--- config.mk ---
export PLATFORM = sky130hd
export DESIGN_NAME = audio_mode_mixer_flat
export DESIGN_NICKNAME = d
export VERILOG_FILES = /design/src/rtl/audio_mode_mixer_if.sv /design/src/rtl/audio_mode_mixer.sv /design/src/flat_wrapper.sv
export SDC_FILE = /design/constraint.sdc
export NUM_CORES = 1
export LEC_CHECK = 0
export ABC_AREA = 0
export CORE_MARGIN = 1
export CORE_UTILIZATION = 45
export CTS_CLUSTER_SIZE = 40
export DETAILED_ROUTE_END_ITERATION = 8
export PLACE_DENSITY = 0.63
export SYNTH_ARGS = -nofsm -noshare
export SYNTH_HDL_FRONTEND = slang
export SYNTH_SLANG_ARGS = --single-unit
--- constraint.sdc ---
create_clock -name clk -period 19.9 [get_ports clk]
set_input_delay 5.97 -clock clk [delete_from_list [all_inputs] [get_ports clk]]
set_output_delay 5.97 -clock clk [all_outputs]
set_load 0.005 [all_outputs]
--- src/rtl/audio_mode_mixer_if.sv ---
// Sample/control bundle between the filter bank, the mode mixer and the I2S transmitter.
interface audio_mode_mixer_if #(
    parameter int DATA_W   = 16,
    parameter int CHANNELS = 2
);
    logic [CHANNELS*DATA_W-1:0] src_a;
    logic [CHANNELS*DATA_W-1:0] src_b;
    logic [CHANNELS*DATA_W-1:0] src_c;
    logic [1:0]                 mode_sel;
    logic                       sample_stb;
    logic [CHANNELS*DATA_W-1:0] out_data;
    logic                       out_valid;
    logic                       busy;
    logic [1:0]                 mode_cur;

    modport master (
        output src_a, src_b, src_c, mode_sel,
        input  sample_stb, out_data, out_valid, busy, mode_cur
    );

    modport slave (
        input  src_a, src_b, src_c, mode_sel,
        output sample_stb, out_data, out_valid, busy, mode_cur
    );
endinterface

--- src/rtl/audio_mode_mixer.sv ---
// Multi-channel raw/FIR/IIR output selector with LRCLK-derived frame strobe
// and a linear crossfade of 2^RAMP_LOG2 frames on every mode change.
module audio_mode_mixer #(
    parameter int DATA_W      = 16,
    parameter int CHANNELS    = 2,
    parameter int RAMP_LOG2   = 6,
    parameter int SYNC_STAGES = 2
) (
    input  logic               clk,
    input  logic               rst,
    input  logic               lrclk,
    audio_mode_mixer_if.slave  bus
);
    // product/sum width: sample * weight (weight <= 2^RAMP_LOG2) plus headroom
    localparam int PW = DATA_W + RAMP_LOG2 + 2;
    localparam logic [RAMP_LOG2-1:0] K_LAST = {RAMP_LOG2{1'b1}};
    localparam logic [RAMP_LOG2:0]   R_W    = {1'b1, {RAMP_LOG2{1'b0}}};

    typedef enum logic {IDLE, FADE} state_t;

    logic [SYNC_STAGES-1:0]           lr_sync;
    logic                             lr_dly;
    logic                             stb_q;
    state_t                           state;
    logic [RAMP_LOG2-1:0]             k;
    logic [1:0]                       mode_cur_q;
    logic [1:0]                       mode_tgt;
    logic [1:0]                       mode_dec;
    logic                             busy_q;
    logic                             valid_q;
    logic [CHANNELS-1:0][DATA_W-1:0]  mix;
    logic [CHANNELS-1:0][DATA_W-1:0]  out_q;
    logic [RAMP_LOG2:0]               w_new;
    logic [RAMP_LOG2:0]               w_old;
    logic signed [PW-1:0]             wn_x;
    logic signed [PW-1:0]             wo_x;

    // LRCLK synchroniser, one delay flop, and registered falling-edge strobe
    always_ff @(posedge clk or posedge rst) begin
        if (rst) begin
            lr_sync <= '0;
            lr_dly  <= 1'b0;
            stb_q   <= 1'b0;
        end else begin
            lr_sync <= {lr_sync[SYNC_STAGES-2:0], lrclk};
            lr_dly  <= lr_sync[SYNC_STAGES-1];
            stb_q   <= lr_dly & ~lr_sync[SYNC_STAGES-1];
        end
    end

    // encoding 3 is an alias for the raw source
    assign mode_dec = (bus.mode_sel == 2'd3) ? 2'd0 : bus.mode_sel;

    // k stays 0 in IDLE, so the same datapath yields pure src[mode_cur] there
    assign w_new = {1'b0, k};
    assign w_old = R_W - w_new;
    assign wn_x  = $signed({{(PW-RAMP_LOG2-1){1'b0}}, w_new});
    assign wo_x  = $signed({{(PW-RAMP_LOG2-1){1'b0}}, w_old});

    for (genvar c = 0; c < CHANNELS; c++) begin : g_ch
        logic signed [DATA_W-1:0] old_s;
        logic signed [DATA_W-1:0] new_s;
        logic signed [PW-1:0]     old_x;
        logic signed [PW-1:0]     new_x;
        logic signed [PW-1:0]     sum;

        // pick the committed and target sources for this channel
        always_comb begin
            case (mode_cur_q)
                2'd1:    old_s = $signed(bus.src_b[c*DATA_W +: DATA_W]);
                2'd2:    old_s = $signed(bus.src_c[c*DATA_W +: DATA_W]);
                default: old_s = $signed(bus.src_a[c*DATA_W +: DATA_W]);
            endcase
            case (mode_tgt)
                2'd1:    new_s = $signed(bus.src_b[c*DATA_W +: DATA_W]);
                2'd2:    new_s = $signed(bus.src_c[c*DATA_W +: DATA_W]);
                default: new_s = $signed(bus.src_a[c*DATA_W +: DATA_W]);
            endcase
        end

        assign old_x  = $signed({{(PW-DATA_W){old_s[DATA_W-1]}}, old_s});
        assign new_x  = $signed({{(PW-DATA_W){new_s[DATA_W-1]}}, new_s});
        assign sum    = old_x * wo_x + new_x * wn_x;
        // weights sum to R, so the floored quotient always fits DATA_W
        assign mix[c] = DATA_W'(sum >>> RAMP_LOG2);
    end

    // mode/fade FSM with registered sample output
    always_ff @(posedge clk or posedge rst) begin
        if (rst) begin
            state      <= IDLE;
            k          <= '0;
            mode_cur_q <= 2'd0;
            mode_tgt   <= 2'd0;
            busy_q     <= 1'b0;
            out_q      <= '0;
            valid_q    <= 1'b0;
        end else begin
            valid_q <= 1'b0;
            if (stb_q) begin
                out_q   <= mix;
                valid_q <= 1'b1;
                case (state)
                    IDLE: begin
                        if (mode_dec != mode_cur_q) begin
                            mode_tgt <= mode_dec;
                            k        <= {{(RAMP_LOG2-1){1'b0}}, 1'b1};
                            busy_q   <= 1'b1;
                            state    <= FADE;
                        end
                    end
                    FADE: begin
                        if (k == K_LAST) begin
                            mode_cur_q <= mode_tgt;
                            k          <= '0;
                            busy_q     <= 1'b0;
                            state      <= IDLE;
                        end else begin
                            k <= k + 1'b1;
                        end
                    end
                    default: state <= IDLE;
                endcase
            end
        end
    end

    assign bus.sample_stb = stb_q;
    assign bus.out_data   = out_q;
    assign bus.out_valid  = valid_q;
    assign bus.busy       = busy_q;
    assign bus.mode_cur   = mode_cur_q;
endmodule

--- src/flat_wrapper.sv ---
// flat-port wrapper written by rule: the top's interface ports become plain ports
module audio_mode_mixer_flat 
#(
    parameter int DATA_W      = 16,
    parameter int CHANNELS    = 2,
    parameter int RAMP_LOG2   = 6,
    parameter int SYNC_STAGES = 2
)
  (clk, rst, lrclk, bus_src_a, bus_src_b, bus_src_c, bus_mode_sel, bus_sample_stb, bus_out_data, bus_out_valid, bus_busy, bus_mode_cur);
  audio_mode_mixer_if #(.DATA_W(DATA_W), .CHANNELS(CHANNELS)) bus_i ();
  input  logic clk;
  input  logic rst;
  input  logic lrclk;
  input wire logic [$bits(bus_i.src_a)-1:0] bus_src_a;
  input wire logic [$bits(bus_i.src_b)-1:0] bus_src_b;
  input wire logic [$bits(bus_i.src_c)-1:0] bus_src_c;
  input wire logic [$bits(bus_i.mode_sel)-1:0] bus_mode_sel;
  output wire logic [$bits(bus_i.sample_stb)-1:0] bus_sample_stb;
  output wire logic [$bits(bus_i.out_data)-1:0] bus_out_data;
  output wire logic [$bits(bus_i.out_valid)-1:0] bus_out_valid;
  output wire logic [$bits(bus_i.busy)-1:0] bus_busy;
  output wire logic [$bits(bus_i.mode_cur)-1:0] bus_mode_cur;
  assign bus_i.src_a = bus_src_a;
  assign bus_i.src_b = bus_src_b;
  assign bus_i.src_c = bus_src_c;
  assign bus_i.mode_sel = bus_mode_sel;
  assign bus_sample_stb = bus_i.sample_stb;
  assign bus_out_data = bus_i.out_data;
  assign bus_out_valid = bus_i.out_valid;
  assign bus_busy = bus_i.busy;
  assign bus_mode_cur = bus_i.mode_cur;
  audio_mode_mixer #(.DATA_W(DATA_W), .CHANNELS(CHANNELS), .RAMP_LOG2(RAMP_LOG2), .SYNC_STAGES(SYNC_STAGES)) u_core (.clk(clk), .rst(rst), .lrclk(lrclk), .bus(bus_i));
endmodule
==> results by stage, run 1 <==
Setup path:
- The signal on the critical path passes through clkdlybuf4s50_1 -> a22oi_1 -> nor2_1 -> a21oi_1 -> nor2_1 -> fa_1 -> inv_1 -> fa_1 -> inv_1 -> fa_1 -> fa_1 -> fa_1 -> inv_1 -> fa_1 -> inv_1 -> ha_1 -> o21ai_1 -> a211oi_1 -> a221o_1 -> a41o_1 -> o41a_1 -> a21oi_2 -> xnor2_1 -> mux2_2.
- STA classifies the critical path startpoint as an input pin.
- The critical path arrival is 13.04 ns.
- The largest fanout on the critical path is 7.
- The worst setup path startpoint is bus_src_c[23].
- The sort of element at the end of the critical path is a flip-flop.
- The worst register-to-register path begins at u_core.k[1]$_DFFE_PP0P_.
- The cell repeated most along the worst path is sky130_fd_sc_hd__fa_1.
- The required time at the endpoint of the critical path is 20.11 ns.
- The worst setup path category is input pin to flip-flop.
- The delay contributed by the slowest stage of the critical path is 0.68 ns.
- The worst-path cell with the longest stage delay is sky130_fd_sc_hd__a21oi_1.

Timing:
- The upper clock frequency limit is between 70 and 80 MHz.
- The smallest hold slack is 0.356 ns.
- Setup repair after global routing left no endpoint under its margin.
- The total count of hold-check failures in the final report is 0.
- The final period demand of the worst path is about 13 ns.
- The worst pin sits at a relative slew slack of around 28%.
- The number of max-slew violations in the final report is 0.
- The number of failing setup endpoints in the final timing report is 0.
- For the final database, setup skew stands at 0.0104 ns.
- Adding up every negative setup slack in the final design gives 0 ns.
- For the pin with the worst max-slew slack, the measured transition is 1.08 ns.
- The final cycle utilization of the critical path is 64.5%.

Synthesis:
- The cell area that synthesis handed to floorplanning was 0.0166 sq mm.
- The mean cell area of the mapped netlist is 8.93 sq um.
- The number of nets in the synthesized netlist is 2457.
- The number of cells produced by synthesis is approximately 1.9k.
- The library cell with the largest summed area after synthesis is sky130_fd_sc_hd__fa_1.
- Sorting the synthesized cells by area gives the leading types as sky130_fd_sc_hd__fa_1 (43%), sky130_fd_sc_hd__ha_1 (11%), sky130_fd_sc_hd__inv_1 (8.3%).
- Synthesis inferred 49 register bits.
- For this run, the register share of the synthesized area comes to ~7.4%.
- The synthesized design devotes to its leading area cell type 43.2% of total area.
- For this run, the number of Yosys warnings is 0.
- sky130_fd_sc_hd__inv_1 is the most common cell in the netlist.
- In this run, synthesis inferred 0 flip-flops with an integrated enable.
- Counting flops with an async set or reset pin after synthesis yields a share of 100%.
- In the synthesized netlist the dominant register cell turns out to be sky130_fd_sc_hd__dfrtp_1.
- By count the netlist is led by sky130_fd_sc_hd__inv_1 (365), sky130_fd_sc_hd__fa_1 (358), sky130_fd_sc_hd__nor2_1 (299), sky130_fd_sc_hd__ha_1 (142), sky130_fd_sc_hd__nor2b_1 (89).
- The netlist uses 45 different library cells.

Die:
- Measured along the y axis, the die boundary spans about 190 um.
- The initialized floorplan defines 69 standard-cell rows.
- The floorplan die width is 194 um.
- The initial core utilization is 46.2%.
- The number of top-level design ports is 138.
- The area of the die is roughly 0.038 sq mm.
- The standard cell core area is 0.0359 sq mm.

Global route:
- Global routing finished with a remaining overflow of 0.
- Entering global routing, the biggest net connects 51 pins.
- The initial antenna violation count is 1.
- The met2 layer usage reported by global route is 41.0%.
- The met1 routing resource usage after global routing is 32.7%.
- The wire length of the first global-routing pass is 70.8 mm.
- The highest-utilization routing layer at the global route stage is met2.
- The number of global-route vias before repair is 13.6k.
- Global routing consumed, on the met3 layer, 2.85% of the routing resources.
- For this run, the total global-route usage over all layers was measured as about a quarter.

Placement:
- The final estimated routing congestion in global placement is 0.849.
- After legalization and detailed placement, the total HPWL measured about 34 mm.
- The number of instances in the placed design is 2399.
- The count of buffers inserted at the top-level ports is 137.

CTS:
- The post-CTS setup buffer count is 0.
- The number of buffers inserted during clock tree synthesis is 5.
- Buffers inserted to repair hold after CTS numbered 0.
- The clock-pin slew of the registers on the worst-case setup and hold paths is 0.08 ns.
- Counting along the longest clock path gives a buffer depth of 2.
- In this run the clock root is driven by a sky130_fd_sc_hd__clkbuf_16.
- TritonCTS built the clock tree.
- The CTS H-tree depth is 2.
- Clock tree synthesis found a total of 49 sinks.
- The post-CTS resize count is 0.
- The clock insertion delay at the later pin of the skew report is 0.32 ns.

Flow run:
- The number of max-cap violations is 0.

Detailed routing:
- The residual antenna-violating net count after detailed routing is 0.
- The wire length reported by the detailed router is 42.7 mm.
- After detailed routing, the number of remaining DRC violations is 0.
- Across all layers, the routed design uses 12.8k vias.
- The count of routing violations after the opening detailed-route iteration is 929.
- The vias per cell is 5.32.
- The first TritonRoute pass finished after 5 iterations.
- After detailed routing, the average wire length per cell comes to 17.7 um.

Min path:
- The tightest min-delay check is of the flip-flop to flip-flop type.
- The startpoint identified for the worst hold timing path is u_core.lr_sync[0]$_DFF_PP0_.

Cells and area:
- The final net count is 2546.
- The post-route netlist has 4.06% of its cells at a drive strength greater than 1.
- The area growth from synthesis to layout is 12.2%.
- The number of antenna diodes in the final layout is 0.
- Leaving out filler cells and counting taps, the final layout contains around 2.4k.
- The number of fill cells in the layout is between 3k and 4k.

Outcome:
- The flow ran to the end, and the final reports show no timing, DRC or antenna violations.
-- cells in the final DEF, fill, tap and decap left out, types with 12 or more instances in the layout --
cell and count:
sky130_fd_sc_hd__nor2_1 299, sky130_fd_sc_hd__xnor2_1 49, sky130_fd_sc_hd__ha_1 140, sky130_fd_sc_hd__inv_1 364, sky130_fd_sc_hd__a21oi_1 72, sky130_fd_sc_hd__nand3_1 14
sky130_fd_sc_hd__nor2b_1 89, sky130_fd_sc_hd__dfrtp_1 48, sky130_fd_sc_hd__mux2_2 20, sky130_fd_sc_hd__or2_2 19, sky130_fd_sc_hd__a22oi_1 64, sky130_fd_sc_hd__clkdlybuf4s50_1 137
sky130_fd_sc_hd__nand2_1 70, sky130_fd_sc_hd__nor3_1 12, sky130_fd_sc_hd__and2_1 30, sky130_fd_sc_hd__buf_4 21, sky130_fd_sc_hd__fa_1 358, sky130_fd_sc_hd__o21ai_0 30
sky130_fd_sc_hd__nand2b_1 31
-- layout make-up --
type | count | area (sq um) | share of cell area, %
Clock inverter | 3 | 22.5 | 0.121
Clock buffer | 5 | 125 | 0.673
Inverter | 368 | 1380 | 7.43
Sequential cell | 49 | 1230 | 6.60
Timing Repair Buffer | 158 | 1530 | 8.22
Multi-Input combinational cell | 1363 | 13700 | 73.9
Tap cell | 461 | 577 | 3.10
-- per-stage QoR --
| stage | cell area (sq um) | worst slack (ns) | utilization (%) |
|---|---|---|---|
| after CTS | 18600 | 7.05 | 51.8 |
| after floorplan | 16600 | 7.92 | - |
| final | 18600 | 7.07 | 51.8 |
| after global routing | 18600 | 6.71 | 51.8 |
| after detailed placement | 18400 | 6.73 | 51.4 |
| after global placement | 18400 | 6.82 | 51.4 |
-- critical path: cells and delay by family --
family	cells	cell delay, ns
buffers and inverters	5	0.65
XOR/XNOR	1	0.07
AND/OR/NAND/NOR	2	0.22
AO/OA/AOI/OAI	8	2.53
adder cells (fa/ha/maj)	7	3.36
multiplexers	1	0.26
-- cells by family after synthesis --
| logic type | share of synthesized area (%) |
|---|---|
| compound gates | 8.04 |
| mux | 1.42 |
| fa+ha+maj | 53.9 |
| simple gates | 15.9 |
| buf+inv | 10.1 |
| xor+xnor | 3.28 |
| flops | 7.40 |
-- flip-flops by register name, indices dropped and copies added (netlist names), 2 cells and up --
signal	cells
u_core.bus.mode_cur	2
u_core.bus.out_data	32
u_core.k	6
u_core.lr_sync	2
u_core.mode_tgt	2
-- routing by layer --
layer | up-vias | wire length, um
met5 | - | 13
met4 | 2 | 833
met3 | 41 | 2360
met2 | 376 | 21000
met1 | 6554 | 18500
li1 | 5823 | -
-- path summary, 6_finish.rpt --
path,slack [ns],depth (start not counted),end
setup / recovery,7.07,24,u_core.bus.out_data[30]$_DFFE_PP0P_
hold / removal,0.36,0,u_core.lr_sync[1]$_DFF_PP0_
setup reg to reg,11.67,25,u_core.bus.out_data[30]$_DFFE_PP0P_
hold reg to reg,0.36,0,u_core.lr_sync[1]$_DFF_PP0_
max in group asynchronous,13.22,3,u_core.bus.sample_stb$_DFF_PP0_
min in group asynchronous,6.16,3,u_core.lr_sync[0]$_DFF_PP0_
Power of run 1 is left out: the tool's default activity adds up to more than one toggle a clock period on the data nets, which glitch-free logic cannot reach.
==> run 2: changes to the inputs <==
clock period = 12.22 ns   (was 19.9 ns; I/O delays follow)
==> run 2 against run 1 <==
Sequential cell count unchanged; hold slack about the same; global-route usage increased by 0.31 points; cell count increased by 0.21%; routed wire length increased by 1.2%; die area unchanged; final area increased by 0.14%; sequential share of layout area about the same; first-iteration DRC count decreased by 20%; count of clock-buffer cells in the layout unchanged; critical path type unchanged; core utilization increased by 0.073 points; register-to-register slack got worse by 7.7 ns.
==> results by stage, run 2 (synthesis gave the netlist of run 1 again) <==
Outcome:
- The run finished with clean final reports.

Detailed routing:
- The total vias in the final route came to 12.8k (+0.35%).
- The average wire per standard cell is 17.9 um (+1.0%).
- The routed length on met3 is 2.62 mm (+11%).
- Routed signal wires occupy layers up through met4.
- The residual antenna-violating net count after detailed routing was 0 (unchanged).
- The remaining routing DRC violations is 0 (unchanged).
- The vias per cell is 5.32 (+0.14%).
- The wire length reported by the detailed router came to 43.2 mm (+1.2%).
- The routed wire length on met2 was 20.8 mm (-0.90%).
- The count of routing violations after the opening detailed-route iteration came to 742 (-20%).
- The iteration count of the initial detailed-routing pass is 5 (unchanged).
- The total routed wire length on the met1 layer is 18.6 mm (+0.48%).

CTS:
- The CTS root buffer is sky130_fd_sc_hd__clkbuf_16.
- The number of clock sinks is 49 (unchanged).
- The post-CTS resize count is 0 (unchanged).
- TritonCTS built the clock tree.
- The post-CTS setup buffer count is 0 (unchanged).
- The number of buffers inserted during clock tree synthesis is 5 (unchanged).
- The CTS H-tree depth is 2 (unchanged).
- The clock-pin slew of the registers on the worst-case setup and hold paths is 0.08 ns (about the same).
- The number of hold-repair buffers added at the cts stage is 0 (unchanged).
- The clock insertion delay at the later pin of the skew report is 0.33 ns (about the same).
- The maximum count of clock buffers along a single path is 2 (unchanged).

Setup path:
- The critical path arrival came to 10.74 ns (-2.30 ns).
- The sort of element at the end of the critical path is a flip-flop.
- The delay contributed by the slowest stage of the critical path is 0.69 ns (about the same).
- STA classifies the critical path startpoint as an input pin.
- The slowest stage of the critical path belongs to the cell sky130_fd_sc_hd__a21oi_1.
- The largest fanout on the critical path was 7 (unchanged).
- The worst setup path category is input pin to flip-flop.
- The signal on the critical path passes through clkdlybuf4s50_1 -> a22oi_1 -> nor2_1 -> a21oi_1 -> nor2_1 -> fa_1 -> inv_1 -> fa_1 -> inv_1 -> fa_1 -> fa_1 -> fa_1 -> inv_1 -> fa_1 -> inv_1 -> ha_1 -> o21ai_1 -> a211oi_1 -> a221o_1 -> a41o_1 -> o41a_1 -> a21oi_2 -> xnor2_1 -> mux2_2.
- The required time at the endpoint of the critical path was 12.43 ns (-7.68 ns).
- The cell repeated most along the worst path is sky130_fd_sc_hd__fa_1.

Timing:
- The number of failing setup endpoints in the final timing report was 0 (unchanged).
- The final period demand of the worst path is 10.53 ns.
- The worst path uses a little under nine tenths of the clock period.
- The final setup TNS was 0 ns (unchanged).
- The upper clock frequency limit is 95.0 MHz.
- The number of max-slew violations in the final report was 0 (unchanged).
- Setup repair after global routing left no endpoint under its margin.
- The largest clock skew in the final design was 0.00867 ns (-0.00172 ns).
- The transition time at the pin with the least slew margin is 1.09 ns (+0.00915 ns).
- The total count of hold-check failures in the final report was 0 (unchanged).
- The worst relative slew slack is 27.1% (-0.37 points).

Cells and area:
- The number of flip-flops under the largest register name is 32 (unchanged).
- The number of fill cells in the layout is 3399 (+1.6%).
- Leaving out fill and tap cells, the most frequent cells in the layout are sky130_fd_sc_hd__inv_1 (364), sky130_fd_sc_hd__fa_1 (358), sky130_fd_sc_hd__nor2_1 (299).
- Leaving out fill and tap cells, the most frequent cell in the layout is sky130_fd_sc_hd__inv_1.
- The fraction of final layout cells with drive strength greater than 1 is 4.21% (+0.15 points).
- The final net count is 2549 (+0.12%).
- Relative to the synthesized area, the layout overhead comes to 12.3%.

Placement:
- The count of buffers inserted at the top-level ports was 137 (unchanged).
- The final estimated routing congestion in global placement was 0.854 (+0.53%).
- The half-perimeter wire length after placement was 34.6 mm (+0.89%).

Flow run:
- The number of max-cap violations is 0 (unchanged).

Global route:
- The total global-route track usage is 24.4% (+0.31 points).
- The maximum number of pins on one net before global-route repair is 51 (unchanged).
- The total global routing overflow is 0 (unchanged).
- The number of global-route vias before repair was 13.8k (+1.4%).
- The wire length of the first global-routing pass is 72.0 mm (+1.6%).
- The initial antenna violation count came to 2 (+1).

Die:
- The row count is 69 (unchanged).
- The initial core utilization is 46.2% (unchanged).
- The number of top-level design ports is 138 (unchanged).
- The standard cell core area is 0.0359 sq mm (unchanged).
- The floorplan die width is 194 um (unchanged).
- The area of the die is 0.0376 sq mm (unchanged).
- The vertical die dimension was 194 um (unchanged).

Min path:
- The path class of the tightest hold or removal check is flip-flop to flip-flop.
-- run 2: changes by cell type in the layout (fill, tap and decap cells not counted) --
cell / delta
sky130_fd_sc_hd__buf_4: +3
sky130_fd_sc_hd__clkinv_4: -2
sky130_fd_sc_hd__diode_2: +2
sky130_fd_sc_hd__clkinvlp_4: +1
sky130_fd_sc_hd__inv_6: +1
-- run 2: worst max-delay path: cells and delay by family --
kind | cells | cell delay (ns)
adder cells (fa/ha/maj) | 7 | 3.35
AO/OA/AOI/OAI | 8 | 2.53
buffers and inverters | 5 | 0.65
multiplexers | 1 | 0.25
AND/OR/NAND/NOR | 2 | 0.22
XOR/XNOR | 1 | 0.07
-- run 2: final timing paths --
| path | startpoint | slack [ns] | endpoint | cells past startpoint |
|---|---|---|---|---|
| worst max-delay path | bus_src_c[23] | 1.69 | u_core.bus.out_data[30]$_DFFE_PP0P_ | 24 |
| worst min-delay path | u_core.lr_sync[0]$_DFF_PP0_ | 0.36 | u_core.lr_sync[1]$_DFF_PP0_ | 0 |
| worst max register to register | u_core.k[1]$_DFFE_PP0P_ | 4.01 | u_core.bus.out_data[30]$_DFFE_PP0P_ | 25 |
| worst min register to register | u_core.lr_sync[0]$_DFF_PP0_ | 0.36 | u_core.lr_sync[1]$_DFF_PP0_ | 0 |
| max in group asynchronous | rst | 7.83 | u_core.bus.sample_stb$_DFF_PP0_ | 3 |
| min in group asynchronous | rst | 3.86 | u_core.lr_sync[0]$_DFF_PP0_ | 3 |
-- run 2: layout make-up --
type / instances / area (sq um) / area share [%]
Timing Repair Buffer: 161 / 1550 / 8.33
Sequential cell: 49 / 1230 / 6.59
Multi-Input combinational cell: 1363 / 13700 / 73.7
Antenna cell: 2 / 5.00 / 0.0269
Tap cell: 461 / 577 / 3.10
Inverter: 368 / 1380 / 7.42
Clock buffer: 5 / 125 / 0.672
Clock inverter: 3 / 21.3 / 0.114
-- run 2: through the flow --
stage               hold WS, ns  instances  instance area, sq um  worst slack, ns  utilization (%)
floorplan                 0.331       1856                 16600             2.55                -
global placement          0.333       2402                 18500             1.45             51.4
detailed placement        0.337       2402                 18500             1.39             51.4
CTS                       0.357       2410                 18600             1.73             51.8
global route              0.363       2410                 18600             1.22             51.8
finish                    0.356       2412                 18600             1.69             51.8
-- run 2: routing by layer --
layer	vias up	track usage, %
met5	-	0
met4	0	7.38
met3	56	3.15
met2	397	41.0
met1	6543	32.9
li1	5845	-
Power of run 2 is left out for the same reason.
==> run 3: changes to the inputs <==
ABC_CLOCK_PERIOD_IN_PS = 12220   (was unset)
==> results of run 3 <==
The final DEF is identical to that of run 2; final timing and power are the same.
Power of run 3 is left out for the same reason.
